**config.mk**
```make
export PLATFORM = sky130hd
export DESIGN_NAME = trigger_arbiter_flat
export DESIGN_NICKNAME = d
export VERILOG_FILES = /design/src/rtl/trigger_arbiter_if.sv /design/src/rtl/trigger_arbiter.sv /design/src/flat_wrapper.sv
export SDC_FILE = /design/constraint.sdc
export NUM_CORES = 1
export LEC_CHECK = 0
export CORE_UTILIZATION = 43
export CTS_BUF_LIST = sky130_fd_sc_hd__clkbuf_8
export DETAILED_ROUTE_END_ITERATION = 7
export PLACE_DENSITY = 0.75
export SLEW_MARGIN = 5
export SYNTH_ARGS = -nofsm -noshare
export SYNTH_HDL_FRONTEND = slang
export SYNTH_SLANG_ARGS = --single-unit
```
**constraint.sdc**
```tcl
create_clock -name clk -period 1.4 [get_ports clk]
set_clock_uncertainty 0.05 [all_clocks]
set_input_delay 0.14 -clock clk [delete_from_list [all_inputs] [get_ports clk]]
set_output_delay 0.14 -clock clk [all_outputs]
set_load 0.01 [all_outputs]
```
**src/rtl/trigger_arbiter_if.sv**
```systemverilog
// trigger_arbiter_if: bundles the requester handshake and the shared
// triggered-FSM status/control lines of trigger_arbiter.
//   master : drives req, fsm_active, fsm_done; observes the arbiter outputs
//   slave  : the arbiter itself
//   req        per-requester level request (held until ack or err)
//   fsm_active active status from the shared triggered FSM
//   fsm_done   done status from the shared triggered FSM
//   trigger    one-cycle start pulse to the shared FSM
//   grant      one-hot owner of the shared FSM, zero when idle
//   ack        one-hot one-cycle completion pulse
//   busy       arbiter not idle
//   err        one-cycle timeout-abort pulse
interface trigger_arbiter_if #(
    parameter int NREQ = 4
);
    logic [NREQ-1:0] req;
    logic            fsm_active;
    logic            fsm_done;
    logic            trigger;
    logic [NREQ-1:0] grant;
    logic [NREQ-1:0] ack;
    logic            busy;
    logic            err;

    modport master (
        output req, fsm_active, fsm_done,
        input  trigger, grant, ack, busy, err
    );

    modport slave (
        input  req, fsm_active, fsm_done,
        output trigger, grant, ack, busy, err
    );
endinterface

```
**src/rtl/trigger_arbiter.sv**
```systemverilog
// trigger_arbiter: round-robin arbiter that hands one shared triggered FSM to
// one of NREQ requesters at a time, fires its start pulse, waits for it to
// finish and acknowledges the owner.
//   clk    single clock, rising edge
//   reset  synchronous, active-high
//   bus    trigger_arbiter_if.slave (req/fsm_active/fsm_done in,
//          trigger/grant/ack/busy/err out); all outputs are registered.
// Optional feature: define TRIG_ARB_TIMEOUT_EN to abort a transaction with a
// one-cycle err pulse when fsm_done has not arrived within TIMEOUT cycles of
// the trigger; without it the arbiter waits indefinitely and err is tied 0.
module trigger_arbiter #(
    parameter int TIMEOUT = 16,
    parameter int NREQ    = 4
) (
    input logic              clk,
    input logic              reset,
    trigger_arbiter_if.slave bus
);
    localparam int IW = $clog2(NREQ);

    localparam logic [2:0] S_IDLE      = 3'd0;
    localparam logic [2:0] S_FIRE      = 3'd1;
    localparam logic [2:0] S_WAIT_ACT  = 3'd2;
    localparam logic [2:0] S_WAIT_DONE = 3'd3;
    localparam logic [2:0] S_RELEASE   = 3'd4;

    logic [2:0]      state;
    logic [IW-1:0]   ptr;
    logic [IW-1:0]   owner;
    logic [IW-1:0]   pick;
    logic            trigger_q;
    logic            busy_q;
    logic [NREQ-1:0] grant_q;
    logic [NREQ-1:0] ack_q;

    // Round-robin pick: lowest offset from ptr wins. Scanning offsets from
    // high to low lets the nearest one overwrite the result last. Index
    // arithmetic wraps naturally because NREQ is a power of two.
    function automatic logic [IW-1:0] rr_pick(input logic [NREQ-1:0] r,
                                              input logic [IW-1:0]   p);
        logic [IW-1:0] idx;
        rr_pick = p;
        for (int k = NREQ - 1; k >= 0; k--) begin
            idx = p + IW'(k);
            if (r[idx]) rr_pick = idx;
        end
    endfunction

    assign pick = rr_pick(bus.req, ptr);

`ifdef TRIG_ARB_TIMEOUT_EN
    // cnt equals the number of cycles since the FIRE cycle; the abort is
    // scheduled one cycle early so err lands exactly TIMEOUT cycles after FIRE.
    logic [7:0] cnt;
    logic       err_q;
    logic       expired;
    assign expired = (cnt + 8'd1) == 8'(TIMEOUT);
`endif

    always_ff @(posedge clk) begin
        if (reset) begin
            state     <= S_IDLE;
            ptr       <= '0;
            owner     <= '0;
            trigger_q <= 1'b0;
            grant_q   <= '0;
            ack_q     <= '0;
            busy_q    <= 1'b0;
`ifdef TRIG_ARB_TIMEOUT_EN
            cnt       <= '0;
            err_q     <= 1'b0;
`endif
        end else begin
            trigger_q <= 1'b0;
            ack_q     <= '0;
`ifdef TRIG_ARB_TIMEOUT_EN
            err_q     <= 1'b0;
`endif
            case (state)
                S_IDLE: begin
                    if (|bus.req) begin
                        state     <= S_FIRE;
                        owner     <= pick;
                        grant_q   <= NREQ'(1) << pick;
                        trigger_q <= 1'b1;
                        busy_q    <= 1'b1;
`ifdef TRIG_ARB_TIMEOUT_EN
                        cnt       <= '0;
`endif
                    end
                end
                // FSM status is not looked at here: the FSM has not seen
                // the trigger yet, so anything on the lines is stale.
                S_FIRE: begin
                    state <= S_WAIT_ACT;
`ifdef TRIG_ARB_TIMEOUT_EN
                    cnt   <= cnt + 8'd1;
`endif
                end
                // done wins over active and over the timeout, so a fast FSM
                // can skip WAIT_DONE entirely.
                S_WAIT_ACT, S_WAIT_DONE: begin
                    if (bus.fsm_done) begin
                        state <= S_RELEASE;
                        ack_q <= grant_q;
                    end
`ifdef TRIG_ARB_TIMEOUT_EN
                    else if (expired) begin
                        state   <= S_IDLE;
                        grant_q <= '0;
                        busy_q  <= 1'b0;
                        err_q   <= 1'b1;
                        ptr     <= owner + IW'(1);
                    end
`endif
                    else if (state == S_WAIT_ACT && bus.fsm_active) begin
                        state <= S_WAIT_DONE;
                    end
`ifdef TRIG_ARB_TIMEOUT_EN
                    cnt <= cnt + 8'd1;
`endif
                end
                // grant is held through this cycle alongside ack and dropped
                // on the way out, which also blocks a back-to-back grant.
                S_RELEASE: begin
                    state   <= S_IDLE;
                    grant_q <= '0;
                    busy_q  <= 1'b0;
                    ptr     <= owner + IW'(1);
                end
                default: begin
                    state   <= S_IDLE;
                    grant_q <= '0;
                    busy_q  <= 1'b0;
                end
            endcase
        end
    end

    assign bus.trigger = trigger_q;
    assign bus.grant   = grant_q;
    assign bus.ack     = ack_q;
    assign bus.busy    = busy_q;
`ifdef TRIG_ARB_TIMEOUT_EN
    assign bus.err     = err_q;
`else
    assign bus.err     = 1'b0;
`endif

endmodule
```
**src/flat_wrapper.sv**
```systemverilog
// flat-port wrapper written by rule: the top's interface ports become plain ports
module trigger_arbiter_flat 
#(
    parameter int TIMEOUT = 16,
    parameter int NREQ    = 4
)
  (clk, reset, bus_req, bus_fsm_active, bus_fsm_done, bus_trigger, bus_grant, bus_ack, bus_busy, bus_err);
  trigger_arbiter_if #(.NREQ(NREQ)) bus_i ();
  input logic clk;
  input logic reset;
  input wire logic [$bits(bus_i.req)-1:0] bus_req;
  input wire logic [$bits(bus_i.fsm_active)-1:0] bus_fsm_active;
  input wire logic [$bits(bus_i.fsm_done)-1:0] bus_fsm_done;
  output wire logic [$bits(bus_i.trigger)-1:0] bus_trigger;
  output wire logic [$bits(bus_i.grant)-1:0] bus_grant;
  output wire logic [$bits(bus_i.ack)-1:0] bus_ack;
  output wire logic [$bits(bus_i.busy)-1:0] bus_busy;
  output wire logic [$bits(bus_i.err)-1:0] bus_err;
  assign bus_i.req = bus_req;
  assign bus_i.fsm_active = bus_fsm_active;
  assign bus_i.fsm_done = bus_fsm_done;
  assign bus_trigger = bus_i.trigger;
  assign bus_grant = bus_i.grant;
  assign bus_ack = bus_i.ack;
  assign bus_busy = bus_i.busy;
  assign bus_err = bus_i.err;
  trigger_arbiter #(.TIMEOUT(TIMEOUT), .NREQ(NREQ)) u_core (.clk(clk), .reset(reset), .bus(bus_i));
endmodule
```
==> run_results.csv, run 1 <==
group,metric,value,unit
cells_and_area,areaGrowthSynthToFinish,49.8,%
power_and_ir_drop,power.density,1130,nW/um^2
clock_network,cts_made_buffers,3,
timing,worst_slack,35.6,ps
routing,drt_first_pass_iters,4,
power_and_ir_drop,power.leakage,0.425,nW
place,port_buffers,17,
synthesis,yosys.area.top_type_share,0.487,
place,place_inst,122,
run,drv_cap,0,
synthesis,synthesis.instances,79,
cells_and_area,num_antenna_cells,0,
floorplanning,core_area,1510,um^2
clock_network,cts.clk_slew.worst_paths,60,ps
global_routing,grt_start_max_net_pins,10,
floorplanning,floorplan.initialDensity,0.463,
routing,via_per_inst,5.14,
floorplanning,die_width,42.3,um
synthesis,most_common_library_cells_after_synthesis,"17 x sky130_fd_sc_hd__dfxtp_1, 11 x sky130_fd_sc_hd__nor2_1, 7 x sky130_fd_sc_hd__a21oi_1",
routing,vias,648,
floorplanning,die_h,42.3,um
floorplanning,std_cell_rows,14,
place,detailed_placement_hpwl,1.16,mm
setup_path,worst_setup_path_start_kind,"flip-flop",
timing,grt_setup_unrepaired,"false",
cells_and_area,final_core_util,0.694,
timing,hold_ws,423,ps
synthesis,synth.avg_cell_area,8.84,um^2
setup_path,slowest_delay,370,ps
global_routing,global_route.overflow_total,0,
routing,first_iter_violations,10,
clock_network,worstSkewPairLatency,250,ps
global_routing,grt_util_all_layers,0.179,
global_routing,initial_antenna_violation_count,0,
routing,wire_per_inst,11.9,um
synthesis,synth_area,698,um^2
timing,hold_viol,0,
global_routing,grt_pass1_vias,609,
power_and_ir_drop,power.share.combinational,0.239,
setup_path,crit_top_cell,"sky130_fd_sc_hd__a21oi_2",
place,gpl.final_weighted_congestion,0.743,
clock_network,tritoncts_num_sinks,17,
synthesis,post-synth-top-area-cell,"sky130_fd_sc_hd__dfxtp_1",
setup_path,worstPathBufferInverterCount,0,
cells_and_area,design_area,1050,um^2
synthesis,synth_enable_flop_cells,0,
min_path,hold_class,"flip-flop to flip-flop",
cells_and_area,total_area_of_multi_input_combinational_cells,377,um^2
synthesis,synth.yosys.seq_area_share,0.487,
clock_network,hold_fix_buffers_cts,0,
cells_and_area,fill_cells,123,
clock_network,root_buffer,"sky130_fd_sc_hd__clkbuf_8",
setup_path,critical_path_peak_fanout,7,
power_and_ir_drop,worst_ir_drop_vdd,0.000571,V
timing,timing.final.setup_violations,0,
clock_network,tritoncts_clock_tree,"built",
cells_and_area,layoutNonFillerInstCount,126,
timing,slew_violations,0,
setup_path,worst-endpoint-arrival,1500,ps
routing,remaining_drc_errors,0,
power_and_ir_drop,power_switching_share,0.263,
synthesis,yosys_warnings,0,
setup_path,crit_slowest_cell,"sky130_fd_sc_hd__dfxtp_4",
timing,clock.fmax,0.733,GHz
setup_path,worst_path_dominant_cell_family,"compound AO/OA/AOI/OAI gates",
synthesis,ys_types,28,
floorplanning,io-pin-count,19,
power_and_ir_drop,p_clk_frac,0.296,
power_and_ir_drop,internal_power,0.000871,W
routing,drtAntennaViolNets,0,
setup_path,worst_setup_path_end_kind,"flip-flop",
cells_and_area,drive_gt1_frac,0.273,
power_and_ir_drop,sequentialPowerShare,0.465,
synthesis,synth_top_area_cells,"sky130_fd_sc_hd__dfxtp_1 49%, sky130_fd_sc_hd__nor2_1 5.9%, sky130_fd_sc_hd__a21oi_1 5.0%",
timing,fin_crit_sh,0.975,
status,run_status,"completed",
routing,routed_wirelength,1.50,mm
synthesis,synth_net_count,87,
setup_path,criticalPathCategory,"flip-flop to flip-flop",
synthesis,ys.flop_type,"sky130_fd_sc_hd__dfxtp_1",
clock_network,clock_path_buffers,2,
cells_and_area,design.final.nets,119,
place,pre_cts_slack,-376,ps
synthesis,post-synth-top-count-cell,"sky130_fd_sc_hd__dfxtp_1",
timing,final_critical_period,1360,ps
synthesis,synth.ff_latch_count,17,
setup_path,path_cells,"nand2_2 -> a21oi_2 -> o221a_1 -> or3_4 -> a21oi_2",
global_routing,grt_first_pass_wirelength,2.43,mm
place,post_dp_cell_area,967,um^2
floorplanning,area_of_the_die,1790,um^2
setup_path,timing.critical_path.required,1530,ps
cells_and_area,register_area,345,um^2
synthesis,synthArstFlopShare,0,
clock_network,htree_levels,1,
power_and_ir_drop,netSwitchingPower,0.000311,W
## logic make-up (layout without fill, tap and decap cells)
logic type | count (synthesis) | after routing | synth area share
AO/OA/AOI/OAI | 18 | 18 | 0.167
XOR/XNOR | 1 | 1 | 0.0125
buffers and inverters | 3 | 34 | 0.0215
flip-flops | 17 | 17 | 0.487
multiplexers | 1 | 1 | 0.0143
other | 1 | 1 | 0.00537
AND/OR/NAND/NOR | 38 | 38 | 0.292
## layout make-up
class | count | share of cell area
clock buffer | 3 | 0.0395
clock inverter | 1 | 0.00359
inverter | 1 | 0.00359
multi-input combinational | 59 | 0.360
sequential | 17 | 0.330
tap | 16 | 0.0191
timing repair buffer | 29 | 0.244
## through the flow
stage / TNS, ps / power (W)
after floorplan: 0 / 0.000677
after global placement: -2530 / 0.000817
after detailed placement: -2750 / 0.000826
after CTS: 0 / 0.00117
after global routing: 0 / 0.00124
final: 0 / 0.00118
## cells in the final DEF, fill, tap and decap left out, types with 3 or more instances in the layout
| cell | n |
|---|---|
| sky130_fd_sc_hd__clkbuf_8 | 3 |
| sky130_fd_sc_hd__dlygate4sd2_1 | 4 |
| sky130_fd_sc_hd__dfxtp_1 | 15 |
| sky130_fd_sc_hd__a21oi_1 | 4 |
| sky130_fd_sc_hd__nand2_1 | 5 |
| sky130_fd_sc_hd__clkdlybuf4s50_1 | 13 |
| sky130_fd_sc_hd__a211oi_1 | 3 |
| sky130_fd_sc_hd__nand3_1 | 4 |
| sky130_fd_sc_hd__nor2_1 | 10 |
| sky130_fd_sc_hd__buf_4 | 12 |
| sky130_fd_sc_hd__a21oi_2 | 3 |
| sky130_fd_sc_hd__and2_1 | 5 |
## final timing paths
check / slack, ps / cells past startpoint / end / start
max: 40 / 5 / u_core.bus.grant[0] / u_core.ptr[1]
max reg2reg: 40 / 5 / u_core.bus.grant[0] / u_core.ptr[1]
min reg2reg: 420 / 2 / u_core.bus.grant[1] / u_core.bus.grant[1]
min: 420 / 2 / u_core.bus.grant[1] / u_core.bus.grant[1]
## layer usage
layer | vias to the layer above | wire length (um) | global-route usage
met1 | 294 | 617 | 0.185
met5 | - | 0 | 0
met3 | 0 | 65 | 0.0647
met2 | 17 | 814 | 0.351
met4 | 0 | 0 | 0.0188
li1 | 337 | - | -
## repair_timing
item                                    4_1_cts  5_1_grt
endpoints found under the setup margin        7        2
gates resized for setup                       9        9
pin swaps                                     2        0
buffers inserted                              0        0
## tightest hold or removal path, delay by kind of cell (launching register included)
kind	cells	cell delay (ps)
simple gates	1	60
flops	1	320
compound gates	1	50
## flip-flops by register name (all words and copies together) (netlist names)
| register | count |
|---|---|
| u_core.bus.ack | 4 |
| u_core.bus.busy | 1 |
| u_core.bus.grant | 4 |
| u_core.bus.trigger | 1 |
| u_core.owner | 2 |
| u_core.ptr | 2 |
| u_core.state | 3 |
## power groups by stage
stage	Clock (W)	Sequential (W)	Combinational, W
after floorplan	0	0.000565	0.000112
after global placement	0	0.000555	0.000261
after detailed placement	0	0.000558	0.000268
after CTS	0.000355	0.000550	0.000269
after global routing	0.000380	0.000553	0.000307
final	0.000350	0.000549	0.000283
(Power assumes the default switching activity.)
==> run 2: changes to the inputs <==
- PLACE_DENSITY: 0.75 -> 0.86
==> run 2 against run 1 <==
  * Routed wire length rose by 3.3%
  * Critical path depth did not move
  * First-iteration DRC count rose by 40%
  * Fmax rose by 0.34%
  * Cell count rose by 2.4%
==> run_results.csv, run 2 (synthesis results as in run 1) <==
group,metric,value,unit
setup_path,worst_setup_path_start_kind,"flip-flop",
global_routing,grt_pass1_vias,629,
setup_path,timing.critical_path.required,1540,ps
place,port_buffers,17,
power_and_ir_drop,power.density,1120,nW/um^2
cells_and_area,layoutNonFillerInstCount,129,
global_routing,initial_antenna_violation_count,0,
timing,hold_viol,0,
place,pre_cts_slack,-407,ps
min_path,hp-start,"bus_req[1]",
floorplanning,die_h,42.3,um
timing,hold_ws,296,ps
status,run_status,"completed",
global_routing,grt_start_max_net_pins,11,
power_and_ir_drop,p_clk_frac,0.308,
power_and_ir_drop,power_switching_share,0.268,
floorplanning,std_cell_rows,14,
timing,grt_setup_unrepaired,"true",
floorplanning,area_of_the_die,1790,um^2
cells_and_area,final_core_util,0.709,
cells_and_area,layout_common_cells,"15 x sky130_fd_sc_hd__buf_4, 15 x sky130_fd_sc_hd__dfxtp_1, 13 x sky130_fd_sc_hd__clkdlybuf4s50_1",
place,gpl.final_weighted_congestion,0.814,
power_and_ir_drop,worst_ir_drop_vdd,0.000789,V
power_and_ir_drop,netSwitchingPower,0.000321,W
min_path,hold_class,"input pin to flip-flop",
setup_path,worst-endpoint-arrival,1500,ps
global_routing,grt_first_pass_wirelength,2.68,mm
timing,timing.final.setup_violations,0,
routing,via_per_inst,5.09,
setup_path,worst_setup_path_end_kind,"flip-flop",
timing,final_critical_period,1360,ps
clock_network,tritoncts_clock_tree,"built",
global_routing,global_route.overflow_total,0,
clock_network,cts.repair_timing.setup_buffer_count,0,
floorplanning,io-pin-count,19,
timing,clock.fmax,0.735,GHz
power_and_ir_drop,internal_power,0.000875,W
clock_network,tritoncts_num_sinks,17,
clock_network,root_buffer,"sky130_fd_sc_hd__clkbuf_8",
setup_path,crit_slowest_cell,"sky130_fd_sc_hd__or3_1",
timing,fin_tns_setup,0,ps
run,drv_cap,0,
cells_and_area,fill_cells,110,
global_routing,gr-usage-met3,0.0560,
timing,worst_slack,40.3,ps
power_and_ir_drop,power.share.combinational,0.237,
min_path,hold_path_end,"u_core.owner[1]",
setup_path,reg2reg_slack,40,ps
setup_path,r2r_end,"u_core.bus.grant[0]",
clock_network,cts.clk_slew.worst_paths,70,ps
setup_path,critical_path_peak_fanout,3,
floorplanning,die_width,42.3,um
setup_path,worstPathBufferInverterCount,0,
routing,first_iter_violations,14,
place,detailed_placement_hpwl,1.18,mm
routing,drt_first_pass_iters,4,
routing,wire_per_inst,12.0,um
power_and_ir_drop,sequentialPowerShare,0.455,
routing,routed_wirelength,1.55,mm
clock_network,hold_fix_buffers_cts,0,
global_routing,grt_busiest_layer,"met2",
clock_network,clock_path_buffers,2,
power_and_ir_drop,power.leakage,0.449,nW
setup_path,slowest_delay,350,ps
setup_path,worst_path_dominant_cell_family,"simple AND/OR/NAND/NOR gates",
floorplanning,floorplan.initialDensity,0.463,
routing,vias,657,
cells_and_area,num_antenna_cells,0,
cells_and_area,drive_gt1_frac,0.265,
floorplanning,core_area,1510,um^2
global_routing,gr-usage-met2,0.335,
routing,drtAntennaViolNets,0,
clock_network,htree_levels,1,
setup_path,worst_r2r_path_cells,5,
global_routing,grt_util_all_layers,0.198,
place,place_inst,126,
setup_path,criticalPathCategory,"flip-flop to flip-flop",
min_path,whs_path_depth,4,
setup_path,worst_r2r_startpoint,"u_core.ptr[0]",
setup_path,path_cells,"nor2b_1 -> o21ai_1 -> o221a_1 -> or3_1 -> a21oi_1",
timing,slew_violations,0,
clock_network,worstSkewPairLatency,250,ps
routing,remaining_drc_errors,0,
cells_and_area,design.final.nets,122,
cells_and_area,areaGrowthSynthToFinish,53.0,%
global_routing,grt_use_met1,0.229,
timing,fin_crit_sh,0.971,
clock_network,cts_made_buffers,3,
run 2: cell type report:
cell class,count,area (um^2),area share
Timing Repair Buffer,32,282,0.263
Inverter,1,3.75,0.00351
Clock inverter,1,5.00,0.00468
Clock buffer,3,41.3,0.0386
Multi-Input combinational cell,59,372,0.348
Sequential cell,17,345,0.323
Tap cell,16,20.0,0.0187
run 2: power groups by stage:
| stage | logic (W) | registers (W) | clock network, W |
|---|---|---|---|
| CTS | 0.000277 | 0.000545 | 0.000371 |
| floorplan | 0.000112 | 0.000565 | 0 |
| global placement | 0.000270 | 0.000554 | 0 |
| global route | 0.000313 | 0.000550 | 0.000397 |
| finish | 0.000284 | 0.000544 | 0.000368 |
| detailed placement | 0.000276 | 0.000557 | 0 |
run 2: stage by stage:
| step | power, W | area, um^2 |
|---|---|---|
| after CTS | 0.00119 | 1050 |
| after global placement | 0.000824 | 997 |
| final | 0.00120 | 1070 |
| after global routing | 0.00126 | 1070 |
| after floorplan | 0.000677 | 698 |
| after detailed placement | 0.000832 | 997 |
run 2: per-layer routing:
metal	wire, um	part of all wire
met1	722	0.47
met2	736	0.48
met5	0	0
met3	54	0.035
met4	34	0.022
run 2: worst register-to-register path: stages, from the launching register on:
cell and delay [ps]:
sky130_fd_sc_hd__dfxtp_2 330, sky130_fd_sc_hd__nor2b_1 180, sky130_fd_sc_hd__o21ai_1 130, sky130_fd_sc_hd__o221a_1 140
sky130_fd_sc_hd__or3_1 350, sky130_fd_sc_hd__a21oi_1 120
run 2: how the worst max path moves through the flow:
stage | from | to | slack (ps) | depth (start not counted)
finish | u_core.ptr[0] | u_core.bus.grant[0] | 40 | 5
global route | u_core.ptr[1] | u_core.bus.grant[3] | -10 | 6
CTS | u_core.ptr[1] | u_core.bus.grant[1] | 0.8 | 5
detailed placement | bus_req[3] | u_core.bus.grant[0] | -410 | 7
global placement | bus_req[3] | u_core.owner[0] | -360 | 6
floorplan | u_core.ptr[0] | u_core.bus.grant[0] | 100 | 4
run 2: timing repair:
item                       CTS  global route
pin swaps                    3             2
gates resized for setup      9             7
gates cloned                 0             0
setup endpoints to repair    7             6
==> run 3: changes to the inputs <==
- CORE_UTILIZATION: 43 -> 40
- CTS_BUF_LIST: sky130_fd_sc_hd__clkbuf_8 -> not set
- PLACE_DENSITY: 0.86 -> 0.82
==> run 3 against run 2 <==
  * The flow now finishes with violations (design-rule violations, negative setup slack)
  * Global-route usage down 2.3 points
  * Setup slack worse by 44 ps
  * Cell count up 1.6%
  * Largest power group unchanged
==> run_results.csv, run 3 (synthesis results as in run 1) <==
group,metric,value,unit
status,run_status,"finished, violations left",
status,violated_checks,"design-rule violations, negative setup slack",
floorplanning,floorplan.initialDensity,0.443,
routing,remaining_drc_errors,3,
cells_and_area,drive_gt1_frac,0.304,
timing,slew_violations,0,
place,pre_cts_slack,-410,ps
setup_path,worst_r2r_path_cells,5,
setup_path,worstSetupEndpoint,"u_core.bus.grant[0]",
setup_path,r2r_end,"u_core.bus.grant[0]",
timing,fin_tns_setup,-3.96,ps
setup_path,worst-endpoint-arrival,1560,ps
cells_and_area,num_antenna_cells,0,
setup_path,worst_r2r_startpoint,"u_core.ptr[1]",
clock_network,cts.clk_slew.worst_paths,90,ps
floorplanning,die_h,43.8,um
timing,clock.fmax,0.712,GHz
place,detailed_placement_hpwl,1.20,mm
cells_and_area,layout_common_cells,"17 x sky130_fd_sc_hd__buf_4, 16 x sky130_fd_sc_hd__dfxtp_1, 10 x sky130_fd_sc_hd__nor2_1, 10 x sky130_fd_sc_hd__clkdlybuf4s50_1, 6 x sky130_fd_sc_hd__nand2_1",
setup_path,timing.critical_path.required,1560,ps
min_path,hp-start,"bus_req[2]",
routing,wire_per_inst,12.8,um
global_routing,global_route.overflow_total,0,
routing,first_iter_violations,36,
power_and_ir_drop,power.density,1000,nW/um^2
setup_path,critPathLaunch,"u_core.ptr[1]",
routing,via_per_inst,5.40,
routing,drt_first_pass_iters,6,
power_and_ir_drop,worst_ir_drop_vdd,0.000645,V
floorplanning,area_of_the_die,1920,um^2
setup_path,reg2reg_slack,-4,ps
cells_and_area,final_core_util,0.697,
clock_network,clock_path_buffers,2,
clock_network,worstSkewPairLatency,280,ps
global_routing,initial_antenna_violation_count,0,
global_routing,grt_first_pass_wirelength,2.49,mm
setup_path,critical_path_peak_fanout,6,
clock_network,cts.repair_timing.setup_buffer_count,0,
clock_network,htree_levels,1,
min_path,hold_class,"input pin to flip-flop",
setup_path,worst_setup_path_end_kind,"flip-flop",
floorplanning,die_width,43.8,um
timing,timing.final.setup_violations,1,
place,port_buffers,17,
cells_and_area,fill_cells,122,
power_and_ir_drop,p_total,0.00110,W
floorplanning,io-pin-count,19,
timing,fin_crit_sh,1.00,
setup_path,worst_setup_path_start_kind,"flip-flop",
run,drv_cap,0,
global_routing,grt_util_all_layers,0.175,
routing,vias,707,
routing,drtAntennaViolNets,0,
clock_network,cts_made_buffers,3,
floorplanning,std_cell_rows,14,
timing,hold_viol,0,
clock_network,tritoncts_num_sinks,17,
cells_and_area,areaGrowthSynthToFinish,57.3,%
timing,worst_slack,-3.96,ps
timing,final_critical_period,1400,ps
clock_network,root_buffer,"sky130_fd_sc_hd__clkbuf_4",
cells_and_area,layout_commonest_cell,"sky130_fd_sc_hd__buf_4",
place,gpl.final_weighted_congestion,0.787,
global_routing,grt_pass1_vias,641,
floorplanning,core_area,1580,um^2
cells_and_area,design.final.nets,124,
routing,routed_wirelength,1.67,mm
power_and_ir_drop,power.leakage,0.521,nW
clock_network,tritoncts_clock_tree,"built",
global_routing,grt_start_max_net_pins,11,
setup_path,criticalPathCategory,"flip-flop to flip-flop",
timing,hold_ws,302,ps
[run 3: changes by cell type in the layout (fill, tap and decap cells not counted), moves of 2 or more]
cell / change
sky130_fd_sc_hd__dlymetal6s2s_1: +4
sky130_fd_sc_hd__buf_4: +2
sky130_fd_sc_hd__clkdlybuf4s50_1: -3
sky130_fd_sc_hd__o31ai_2: -2
sky130_fd_sc_hd__o31ai_4: +2
sky130_fd_sc_hd__clkbuf_8: -3
sky130_fd_sc_hd__dlygate4sd2_1: -2
sky130_fd_sc_hd__clkbuf_4: +3
[run 3: worst min-delay path by stage]
stage                       to  slack (ps)  depth (start not counted)
6_report       u_core.bus.busy         300                          4
5_1_grt        u_core.bus.busy         290                          4
4_1_cts        u_core.bus.busy         400                          4
3_5_place_dp   u_core.bus.busy         410                          2
3_3_place_gp   u_core.bus.busy         400                          2
2_1_floorplan  u_core.owner[1]         160                          1
[run 3: final cells by class]
cell class                 count  area, um^2  share of cell area
tap                           16        20.0              0.0182
timing repair buffer          34         304               0.277
multi-input combinational     59         399               0.363
clock buffer                   3        22.5              0.0205
inverter                       1        3.75             0.00342
clock inverter                 1        5.00             0.00456
sequential                    17         344               0.313
[run 3: worst max-delay path: stages, from the launching register on]
cell	delay, ps
sky130_fd_sc_hd__dfxtp_4	380
sky130_fd_sc_hd__nand2_1	80
sky130_fd_sc_hd__a21oi_2	70
sky130_fd_sc_hd__o221a_1	260
sky130_fd_sc_hd__or3_1	310
sky130_fd_sc_hd__a21oi_1	180
[run 3: what timing repair did]
| action | CTS | global route |
|---|---|---|
| cloned | 0 | 0 |
| gates resized for setup | 6 | 19 |
| endpoints found under the setup margin | 7 | 11 |
| hold buffers | 0 | 0 |
| pin swaps | 2 | 5 |
[run 3: power by group]
group	total, W	leakage [nW]	switching (W)	internal [W]
Combinational	0.000299	0.364	0.000136	0.000163
Sequential	0.000548	0.140	0.0000283	0.000520
Clock	0.000252	0.0177	0.000146	0.000106
Total	0.00110	0.521	0.000310	0.000789
[run 3: stage by stage]
step,instances,cell area (um^2)
floorplan,79,698
global placement,127,1000
CTS,131,1040
global route,131,1100
finish,131,1100
detailed placement,127,1000
[run 3: routing by layer]
metal,share of wire,GRT usage,vias up
met1,0.46,0.193,339
met3,0.045,0.0625,0
met4,0,0.0375,0
li1,-,-,347
met5,0,0,-
met2,0.50,0.319,21
